$ cat src/rtl/tcdm_master_shim_if.sv
// Signal bundle of one TCDM master shim: core load/store request/response side
// plus the master port of the butterfly network.
interface tcdm_master_shim_if #(
    parameter int unsigned NumBanks  = 32,
    parameter int unsigned DataWidth = 32,
    parameter int unsigned RowWidth  = 10,
    parameter int unsigned AddrWidth = 32
);
    localparam int unsigned AddWidth     = $clog2(NumBanks);
    localparam int unsigned BeWidth      = DataWidth / 8;
    localparam int unsigned ReqDataWidth = 1 + BeWidth + RowWidth + DataWidth;

    // Core request
    logic                    req_valid_i;
    logic                    req_ready_o;
    logic [AddrWidth-1:0]    req_addr_i;
    logic                    req_wen_i;
    logic [BeWidth-1:0]      req_be_i;
    logic [DataWidth-1:0]    req_wdata_i;
    // Core response
    logic                    resp_valid_o;
    logic                    resp_ready_i;
    logic [DataWidth-1:0]    resp_rdata_o;
    // Network master port
    logic                    net_req_o;
    logic                    net_gnt_i;
    logic [AddWidth-1:0]     net_add_o;
    logic                    net_wen_o;
    logic [ReqDataWidth-1:0] net_data_o;
    logic [DataWidth-1:0]    net_rdata_i;
    logic                    net_vld_i;

    // Shim side
    modport master (
        input  req_valid_i, req_addr_i, req_wen_i, req_be_i, req_wdata_i,
        output req_ready_o,
        output resp_valid_o, resp_rdata_o,
        input  resp_ready_i,
        output net_req_o, net_add_o, net_wen_o, net_data_o,
        input  net_gnt_i, net_rdata_i, net_vld_i
    );

    // Environment side (core + network)
    modport slave (
        output req_valid_i, req_addr_i, req_wen_i, req_be_i, req_wdata_i,
        input  req_ready_o,
        input  resp_valid_o, resp_rdata_o,
        output resp_ready_i,
        input  net_req_o, net_add_o, net_wen_o, net_data_o,
        output net_gnt_i, net_rdata_i, net_vld_i
    );
endinterface

$ cat src/rtl/tcdm_master_shim.sv
// Per-master adapter from a core valid/ready LSU port to a TCDM network req/gnt port.
// Requests are issued only against a reserved response-FIFO slot, since responses cannot stall.
module tcdm_master_shim #(
    parameter int unsigned NumBanks      = 32,
    parameter int unsigned DataWidth     = 32,
    parameter int unsigned RowWidth      = 10,
    parameter int unsigned AddrWidth     = 32,
    parameter int unsigned RespFifoDepth = 2,
    parameter bit          WriteRespOn   = 1'b1
) (
    input  logic               clk_i,
    input  logic               rst_ni,
    tcdm_master_shim_if.master bus
);
    localparam int unsigned AddWidth     = $clog2(NumBanks);
    localparam int unsigned BeWidth      = DataWidth / 8;
    localparam int unsigned ByteOffWidth = $clog2(BeWidth);
    localparam int unsigned RowLsb       = ByteOffWidth + AddWidth;
    localparam int unsigned RowMsb       = RowLsb + RowWidth;
    localparam int unsigned CntWidth     = $clog2(RespFifoDepth + 1);
    localparam int unsigned UsedWidth    = CntWidth + 1;
    localparam int unsigned PtrWidth     = (RespFifoDepth > 1) ? $clog2(RespFifoDepth) : 1;

    logic                 init_q, init_d;
    logic                 pend_q, pend_d;
    logic                 pend_wen_q, pend_wen_d;
    logic [CntWidth-1:0]  cnt_q, cnt_d;
    logic [PtrWidth-1:0]  wr_ptr_q, wr_ptr_d;
    logic [PtrWidth-1:0]  rd_ptr_q, rd_ptr_d;
    logic [DataWidth-1:0] mem_q [RespFifoDepth];

    logic                 needs_resp_c;
    logic [UsedWidth-1:0] used_c;
    logic                 space_c;
    logic                 net_req_c;
    logic                 hs_c;
    logic [RowWidth-1:0]  row_c;
    logic                 empty_c;
    logic                 push_c;
    logic                 pop_c;
    logic [DataWidth-1:0] resp_data_c;
    logic                 unused_addr_c;

    function automatic logic [PtrWidth-1:0] ptr_inc(input logic [PtrWidth-1:0] p);
        return (p == PtrWidth'(RespFifoDepth - 1)) ? '0 : p + PtrWidth'(1);
    endfunction

    // Request path: credit check uses registered state only, so resp_ready_i never reaches net_req_o
    always_comb begin
        needs_resp_c = ~bus.req_wen_i | WriteRespOn;
        used_c       = UsedWidth'(cnt_q) + UsedWidth'(pend_q);
        space_c      = used_c < UsedWidth'(RespFifoDepth);
        net_req_c    = init_q & bus.req_valid_i & (space_c | ~needs_resp_c);
        hs_c         = net_req_c & bus.net_gnt_i;
        row_c        = bus.req_addr_i[RowLsb +: RowWidth];

        bus.net_req_o   = net_req_c;
        bus.req_ready_o = hs_c;
        bus.net_add_o   = bus.req_addr_i[ByteOffWidth +: AddWidth];
        bus.net_wen_o   = bus.req_wen_i;
        bus.net_data_o  = {bus.req_wen_i, bus.req_be_i, row_c, bus.req_wdata_i};
    end

    // Byte offset and bits above the row are don't-care for the network
    assign unused_addr_c = ^{bus.req_addr_i[AddrWidth-1:RowMsb], bus.req_addr_i[ByteOffWidth-1:0]};

    // Response path: fall through when empty and the core is ready, else buffer; head has priority
    always_comb begin
        resp_data_c = pend_wen_q ? '0 : bus.net_rdata_i;
        empty_c     = (cnt_q == '0);
        pop_c       = ~empty_c & bus.resp_ready_i;
        push_c      = bus.net_vld_i & ~(empty_c & bus.resp_ready_i);

        bus.resp_valid_o = ~empty_c | bus.net_vld_i;
        bus.resp_rdata_o = empty_c ? resp_data_c : mem_q[rd_ptr_q];
    end

    always_comb begin
        init_d     = 1'b1;
        pend_d     = hs_c & needs_resp_c;
        pend_wen_d = bus.req_wen_i;
        cnt_d      = cnt_q;
        wr_ptr_d   = wr_ptr_q;
        rd_ptr_d   = rd_ptr_q;

        if (push_c) begin
            wr_ptr_d = ptr_inc(wr_ptr_q);
        end
        if (pop_c) begin
            rd_ptr_d = ptr_inc(rd_ptr_q);
        end
        unique case ({push_c, pop_c})
            2'b10:   cnt_d = cnt_q + CntWidth'(1);
            2'b01:   cnt_d = cnt_q - CntWidth'(1);
            default: cnt_d = cnt_q;
        endcase
    end

    always_ff @(posedge clk_i or negedge rst_ni) begin
        if (!rst_ni) begin
            init_q     <= 1'b0;
            pend_q     <= 1'b0;
            pend_wen_q <= 1'b0;
            cnt_q      <= '0;
            wr_ptr_q   <= '0;
            rd_ptr_q   <= '0;
        end else begin
            init_q     <= init_d;
            pend_q     <= pend_d;
            pend_wen_q <= pend_wen_d;
            cnt_q      <= cnt_d;
            wr_ptr_q   <= wr_ptr_d;
            rd_ptr_q   <= rd_ptr_d;
        end
    end

    // Storage needs no reset: occupancy and pointers define validity
    always_ff @(posedge clk_i) begin
        if (push_c) begin
            mem_q[wr_ptr_q] <= resp_data_c;
        end
    end

    a_no_push_full: assert property (@(posedge clk_i) disable iff (!rst_ni)
        !(push_c && (cnt_q == CntWidth'(RespFifoDepth))))
        else $error("response pushed into full FIFO");

    a_no_stray_vld: assert property (@(posedge clk_i) disable iff (!rst_ni)
        bus.net_vld_i |-> pend_q)
        else $error("net_vld_i without an outstanding request");

    a_vld_follows_pend: assert property (@(posedge clk_i) disable iff (!rst_ni)
        pend_q |-> bus.net_vld_i)
        else $error("outstanding request without net_vld_i");

endmodule

$ cat src/flat_wrapper.sv
// flat-port wrapper written by rule: the top's interface ports become plain ports
module tcdm_master_shim_flat 
#(
    parameter int unsigned NumBanks      = 32,
    parameter int unsigned DataWidth     = 32,
    parameter int unsigned RowWidth      = 10,
    parameter int unsigned AddrWidth     = 32,
    parameter int unsigned RespFifoDepth = 2,
    parameter bit          WriteRespOn   = 1'b1
)
  (clk_i, rst_ni, bus_req_valid_i, bus_req_addr_i, bus_req_wen_i, bus_req_be_i, bus_req_wdata_i, bus_req_ready_o, bus_resp_valid_o, bus_resp_rdata_o, bus_resp_ready_i, bus_net_req_o, bus_net_add_o, bus_net_wen_o, bus_net_data_o, bus_net_gnt_i, bus_net_rdata_i, bus_net_vld_i);
  tcdm_master_shim_if #(.NumBanks(NumBanks), .DataWidth(DataWidth), .RowWidth(RowWidth), .AddrWidth(AddrWidth)) bus_i ();
  input  logic clk_i;
  input  logic rst_ni;
  input wire logic [$bits(bus_i.req_valid_i)-1:0] bus_req_valid_i;
  input wire logic [$bits(bus_i.req_addr_i)-1:0] bus_req_addr_i;
  input wire logic [$bits(bus_i.req_wen_i)-1:0] bus_req_wen_i;
  input wire logic [$bits(bus_i.req_be_i)-1:0] bus_req_be_i;
  input wire logic [$bits(bus_i.req_wdata_i)-1:0] bus_req_wdata_i;
  output wire logic [$bits(bus_i.req_ready_o)-1:0] bus_req_ready_o;
  output wire logic [$bits(bus_i.resp_valid_o)-1:0] bus_resp_valid_o;
  output wire logic [$bits(bus_i.resp_rdata_o)-1:0] bus_resp_rdata_o;
  input wire logic [$bits(bus_i.resp_ready_i)-1:0] bus_resp_ready_i;
  output wire logic [$bits(bus_i.net_req_o)-1:0] bus_net_req_o;
  output wire logic [$bits(bus_i.net_add_o)-1:0] bus_net_add_o;
  output wire logic [$bits(bus_i.net_wen_o)-1:0] bus_net_wen_o;
  output wire logic [$bits(bus_i.net_data_o)-1:0] bus_net_data_o;
  input wire logic [$bits(bus_i.net_gnt_i)-1:0] bus_net_gnt_i;
  input wire logic [$bits(bus_i.net_rdata_i)-1:0] bus_net_rdata_i;
  input wire logic [$bits(bus_i.net_vld_i)-1:0] bus_net_vld_i;
  assign bus_i.req_valid_i = bus_req_valid_i;
  assign bus_i.req_addr_i = bus_req_addr_i;
  assign bus_i.req_wen_i = bus_req_wen_i;
  assign bus_i.req_be_i = bus_req_be_i;
  assign bus_i.req_wdata_i = bus_req_wdata_i;
  assign bus_req_ready_o = bus_i.req_ready_o;
  assign bus_resp_valid_o = bus_i.resp_valid_o;
  assign bus_resp_rdata_o = bus_i.resp_rdata_o;
  assign bus_i.resp_ready_i = bus_resp_ready_i;
  assign bus_net_req_o = bus_i.net_req_o;
  assign bus_net_add_o = bus_i.net_add_o;
  assign bus_net_wen_o = bus_i.net_wen_o;
  assign bus_net_data_o = bus_i.net_data_o;
  assign bus_i.net_gnt_i = bus_net_gnt_i;
  assign bus_i.net_rdata_i = bus_net_rdata_i;
  assign bus_i.net_vld_i = bus_net_vld_i;
  tcdm_master_shim #(.NumBanks(NumBanks), .DataWidth(DataWidth), .RowWidth(RowWidth), .AddrWidth(AddrWidth), .RespFifoDepth(RespFifoDepth), .WriteRespOn(WriteRespOn)) u_core (.clk_i(clk_i), .rst_ni(rst_ni), .bus(bus_i));
endmodule
$ cat config.mk
export PLATFORM = sky130hd
export DESIGN_NAME = tcdm_master_shim_flat
export DESIGN_NICKNAME = d
export VERILOG_FILES = /design/src/rtl/tcdm_master_shim_if.sv /design/src/rtl/tcdm_master_shim.sv /design/src/flat_wrapper.sv
export SDC_FILE = /design/constraint.sdc
export NUM_CORES = 1
export LEC_CHECK = 0
export ABC_AREA = 1
export CAP_MARGIN = 25
export CORE_ASPECT_RATIO = 0.9
export CORE_MARGIN = 2
export CORE_UTILIZATION = 40
export CTS_CLUSTER_DIAMETER = 50
export DETAILED_ROUTE_END_ITERATION = 10
export PLACE_DENSITY_LB_ADDON = 0.08
export SYNTH_ARGS = -nofsm -noshare
export SYNTH_HDL_FRONTEND = slang
export SYNTH_SLANG_ARGS = --single-unit
$ cat constraint.sdc
create_clock -name clk_i -period 3.49 [get_ports clk_i]
set_input_delay 0.349 -clock clk_i [delete_from_list [all_inputs] [get_ports clk_i]]
set_output_delay 0.349 -clock clk_i [all_outputs]
set_load 0.005 [all_outputs]
==> metrics, run 1 <==
final wirelength 7530 um; PwrDens 761 nW/um2; asr flop ratio synth 9.86%; Cell Rows 33; total power 3.31 mW; Yosys top cell area share 51.6%; vias per cell 4.36; CTS Root Cell clkbuf_8; setup tns final 0 ns; first-pass GRT wire length 12000 um; reg2reg start u_core.cnt_q[0]; delay-heaviest family, CP buffers and inverters; GPL Wtd Cong 0.687; Area Growth Syn to Fin 16.8%; Final WS setup 0.791 ns; worst reg2reg path depth 6; maximum vdd drop 0.000335 V; register area share after synthesis 56.3%; Slew @ Worst Pin 0.685 ns; dpl cell area 4170 um2; Final setup viols 0; buffers inserted by post-CTS timing repair 0; CTS tree built; Cell Chain, Critical Path nor2_4 -> inv_2 -> or2_1 -> clkdlybuf4s50_1; post-layout util 47.9%; Mapped Area 3730 um2; pin count of the biggest net entering global routing 34; Worst-path clk slew 0.07 ns; Syn Area/Cell 8.65 um2; synth unique cells 18; CP required 3.14 ns; Leakage 1.99 nW; H-tree levels 3; core area 9080 um2; DPL Wire Length 4510 um; critical path type register to output pin; final setup skew 0.00726 ns; routed len/inst 13.0 um; Clock Power Share 18.5%; cell taking the most area after synthesis edfxtp_1; Hold WC Path Type input pin to async pin; Arrival @ worst endpoint 2.35 ns; Post-Place Cells 564; final hold slack 0.285 ns; die area 10100 um2; Crit. End Element output pin; Starting Density 41.0%; # clock sinks 71; Initial DRC Count 106; CP Buf/Inv Count 2; die height 95.6 um; max-cap viol count 0; pre-CTS setup slack 1.07 ns; nets@finish 561; Ports 195; number of port buffers 75; Final Hold Viols 0; ratio of cells with drive above 1 in the final layout 4.80%; largest cells by area after synthesis edfxtp_1, nand2_1, buf_4; Worst R2R Setup Slack 1.25 ns; critical path's slowest cell dfrtp_1; Post-DRT Antenna Nets 0; antenna cell count 0; Worst-Skew Late Latency 0.34 ns; Post-Syn Instances 431; unrepaired setup endpoints after global routing no; Synth warnings 0; outcome completed; post-CTS resize count 0; Post-CTS Hold Fix Bufs 0; Net Sw Power 1.17 mW; period utilization 77.3%; Switching Share 35.2%; DRT Pass-1 Iters 4; antenna violations before repair 0; Overall Global Routing Usage 15.6%; crit-path max FO 33; vias in the first global route 2505; part of the power in registers 36.5%; Final Cell Area 4350 um2; DRC Markers 0; Cell Count, Final, Fillers Out 580; Final Max Slew Viols 0; syn nets 539; startpoint types register; Power Internal 2.14 mW; via count 2530; Die X 106 um; fmax 0.371 GHz; slew margin rel. 54.2%; RR Endpoint u_core.mem_q[1][0]; number of flops mapped to enable cells by yosys 64; critical path's largest stage delay 0.46 ns; leading register cell type out of synthesis edfxtp_1; Num CTS Buffers 9; grt total ovfl 0; logic gate share of total power 45.0%; flop and latch count out of synthesis 71; CTS Buffer Depth 2; Final Critical Period 2.70 ns
## layout by cell type, fill, tap and decap left out
master,n
nand2_1,205
clkdlybuf4s50_1,75
edfxtp_1,64
inv_1,39
nor2_1,34
clkbuf_8,9
dfrtp_1,7
buf_4,5
clkinv_2,3
inv_2,2
nor2_4,2
nand3_1,2
clkbuf_1,2
or2_1,1
nor3b_1,1
xnor2_1,1
nand4_1,1
o21ai_0,1
ha_1,1
bufinv_16,1
clkinv_1,1
conb_1,1
## routing by layer
metal	vias up	global-route usage (%)	share of wire, %
li1	1308	-	-
met1	1121	19.7	47
met4	0	7.46	2.1
met5	-	0	0
met2	75	26.0	46
met3	26	3.28	5.3
## state kept, by name (all words and copies together) (netlist names)
name / flops
u_core.cnt_q: 2
u_core.init_q: 1
u_core.mem_q: 64
u_core.pend_q: 1
u_core.pend_wen_q: 1
u_core.rd_ptr_q: 1
u_core.wr_ptr_q: 1
## how the worst max path moves through the flow
stage	cells after the start	endpoint	startpoint	slack, ns
floorplan	4	u_core.mem_q[1][0]	u_core.cnt_q[0]	1.06
global placement	4	bus_resp_valid_o	u_core.cnt_q[0]	1.10
detailed placement	4	bus_resp_valid_o	u_core.cnt_q[0]	1.07
CTS	4	bus_resp_valid_o	u_core.cnt_q[0]	0.70
global route	4	bus_resp_valid_o	u_core.cnt_q[0]	0.63
finish	4	bus_resp_valid_o	u_core.cnt_q[0]	0.79
## worst reg2reg max path, stage by stage (launching register included)
cell,delay (ns)
dfrtp_1,0.48
nor2_4,0.15
buf_4,0.25
nand2_1,0.11
nand2_1,0.13
nor2_4,0.41
buf_4,0.39
## Yosys cell counts (2+ instances only)
cell type and count:
buf_4 56, buf_6 3, nand3_1 2, inv_2 2
edfxtp_1 64, dfrtp_1 7, nand2_1 205, buf_2 10
inv_1 39, nor2_1 35
## layout make-up
cell class / instances / area, um2
tap: 122 / 153
timing repair buffer: 80 / 788
multi-input combinational: 250 / 980
fill: 910 / 4730
clock inverter: 5 / 48.8
clock buffer: 11 / 131
sequential: 71 / 2100
inverter: 41 / 154
## cells by family (layout without fill, tap and decap cells)
| family | count (synthesis) | in the layout | synth area share [%] |
|---|---|---|---|
| and+or+nand+nor | 246 | 246 | 25.3 |
| buffers and inverters | 110 | 137 | 17.7 |
| DFF | 71 | 71 | 56.3 |
| adders and majority gates | 1 | 1 | 0.336 |
| other | 1 | 1 | 0.101 |
| AOI/OAI and AO/OA | 1 | 1 | 0.134 |
| xor gates and xnor gates | 1 | 1 | 0.235 |
## power groups by stage
| stage | clock network [mW] | registers (mW) | logic, mW |
|---|---|---|---|
| after detailed placement | 0 | 1.23 | 1.52 |
| after global placement | 0 | 1.22 | 1.51 |
| after CTS | 0.630 | 1.21 | 1.53 |
| final | 0.613 | 1.21 | 1.49 |
| after global routing | 0.665 | 1.23 | 1.69 |
| after floorplan | 0 | 1.22 | 0.866 |
Power figures use the tool's default switching activity.
==> inputs of run 2 (changes only) <==
Clock period 3.49 ns to 2.5 ns, I/O delays scaled along.
==> run 2 against run 1 <==
- sequential cell count did not move
- critical path depth rose by 1
- critical path type unchanged
- critical endpoint is now bus_resp_rdata_o[30]
- worst setup slack got worse by 0.57 ns
- via count barely moved
- worst hold slack got worse by 0.11 ns
- clock skew fell by 0.0016 ns
- global-route usage fell by 0.11 points
- largest cell class unchanged
- wire length fell by 1.3%
==> metrics, run 2 (synthesis gave the netlist of run 1 again) <==
outcome completed; period utilization 91.1%; CP required 2.25 ns; Final setup viols 0; vias per cell 4.33; most common cell after layout, fill and taps aside nand2_1; via count 2531; Arrival @ worst endpoint 2.03 ns; Overall Global Routing Usage 15.5%; Leakage 2.03 nW; H-tree levels 3; die area 10100 um2; final setup skew 0.00563 ns; Top reg by flops u_core.mem_q; DRC Markers 0; leading cell types in the layout, fill and taps excluded nand2_1, clkdlybuf4s50_1, edfxtp_1, inv_1, nor2_1; setup tns final 0 ns; Crit. End Element output pin; startpoint types register; crit-path max FO 35; antenna violations before repair 0; CTS Root Cell clkbuf_8; Post-CTS Hold Fix Bufs 0; Final Max Slew Viols 0; Initial DRC Count 89; # clock sinks 71; die height 95.6 um; unrepaired setup endpoints after global routing no; CTS tree built; Num CTS Buffers 9; Ports 195; Worst R2R Setup Slack 0.59 ns; antenna cell count 0; Area Growth Syn to Fin 18.4%; fmax 0.439 GHz; GPL Wtd Cong 0.698; max-cap viol count 0; reg2reg start u_core.cnt_q[0]; pre-CTS setup slack 0.557 ns; RR Endpoint u_core.cnt_q[1]; Final Hold Viols 0; dpl cell area 4230 um2; core area 9080 um2; Cell Rows 33; critical path's largest stage delay 0.52 ns; most frequent CP cell nand2_1; Post-DRT Antenna Nets 0; vias in the first global route 2507; Final WS setup 0.223 ns; nets@finish 566; Worst-Skew Late Latency 0.34 ns; Final Cell Area 4410 um2; Top Registers u_core.mem_q (64), u_core.cnt_q (2); ratio of cells with drive above 1 in the final layout 5.83%; post-CTS resize count 0; number of port buffers 75; pin count of the biggest net entering global routing 36; DPL Wire Length 4540 um; routed len/inst 12.7 um; Worst-path clk slew 0.07 ns; Final Critical Period 2.28 ns; buffers inserted by post-CTS timing repair 0; Starting Density 41.0%; Largest register FFs 64; Die X 106 um; worst reg2reg path depth 9; first-pass GRT wire length 11900 um; Hold WC Path Type input pin to async pin; grt total ovfl 0; PwrDens 1070 nW/um2; critical path's slowest cell clkdlybuf4s50_1; DRT Pass-1 Iters 4; final wirelength 7430 um; Cell Chain, Critical Path nor2_4 -> buf_4 -> nand2_1 -> nand2_1 -> clkdlybuf4s50_1; maximum vdd drop 0.000408 V; CTS Buffer Depth 2; critical path type register to output pin
[run 2: changes by cell type in the layout (fill, tap and decap cells not counted), sizes merged]
cell  previous run  this run
buf              5        10
[run 2: area by class of cell]
type / count / area [um2]
Timing Repair Buffer: 85 / 851
Inverter: 41 / 154
Sequential cell: 71 / 2100
Fill cell: 914 / 4670
Tap cell: 122 / 153
Multi-Input combinational cell: 250 / 980
Clock inverter: 5 / 48.8
Clock buffer: 11 / 131
[run 2: how the worst max path moves through the flow]
stage / from / endpoint / slack (ns) / cells past startpoint
6_report: u_core.cnt_q[0] / bus_resp_rdata_o[30] / 0.22 / 5
2_1_floorplan: u_core.cnt_q[0] / u_core.mem_q[1][0] / 0.07 / 4
3_5_place_dp: u_core.cnt_q[0] / bus_resp_rdata_o[18] / 0.56 / 5
4_1_cts: u_core.cnt_q[0] / bus_resp_rdata_o[26] / 0.18 / 5
5_1_grt: u_core.cnt_q[0] / bus_resp_rdata_o[26] / 0.07 / 5
3_3_place_gp: u_core.cnt_q[0] / bus_resp_rdata_o[26] / 0.56 / 5
[run 2: through the flow]
stage                     utilization (%)  std cells  hold slack, ns  total power, mW
after floorplan                         -        431         -0.0456             2.91
after global placement               46.6        569           0.453             3.92
after detailed placement             46.6        569           0.460             3.92
after CTS                            48.6        585           0.170             4.79
after global routing                 48.6        585           0.196             5.08
final                                48.6        585           0.173             4.70
[run 2: worst max-delay path: cells and delay by family, from the launching register on]
family,cells,cell delay (ns)
DFF,1,0.45
and+or+nand+nor,3,0.32
buffers and inverters,2,0.91
[run 2: per-layer routing]
metal | track usage [%] | vias to the layer above | share of wire (%)
met5 | 0 | - | 0
met3 | 3.28 | 28 | 5.9
met4 | 7.79 | 0 | 2.3
li1 | - | 1313 | -
met1 | 20.1 | 1111 | 48
met2 | 25.0 | 79 | 44
[run 2: report_power, final]
| group | leakage (nW) | switching, mW | internal [mW] |
|---|---|---|---|
| Clock | 0.0945 | 0.401 | 0.453 |
| Combinational | 1.24 | 1.15 | 1.02 |
| Sequential | 0.695 | 0.0803 | 1.60 |
| Total | 2.03 | 1.63 | 3.07 |
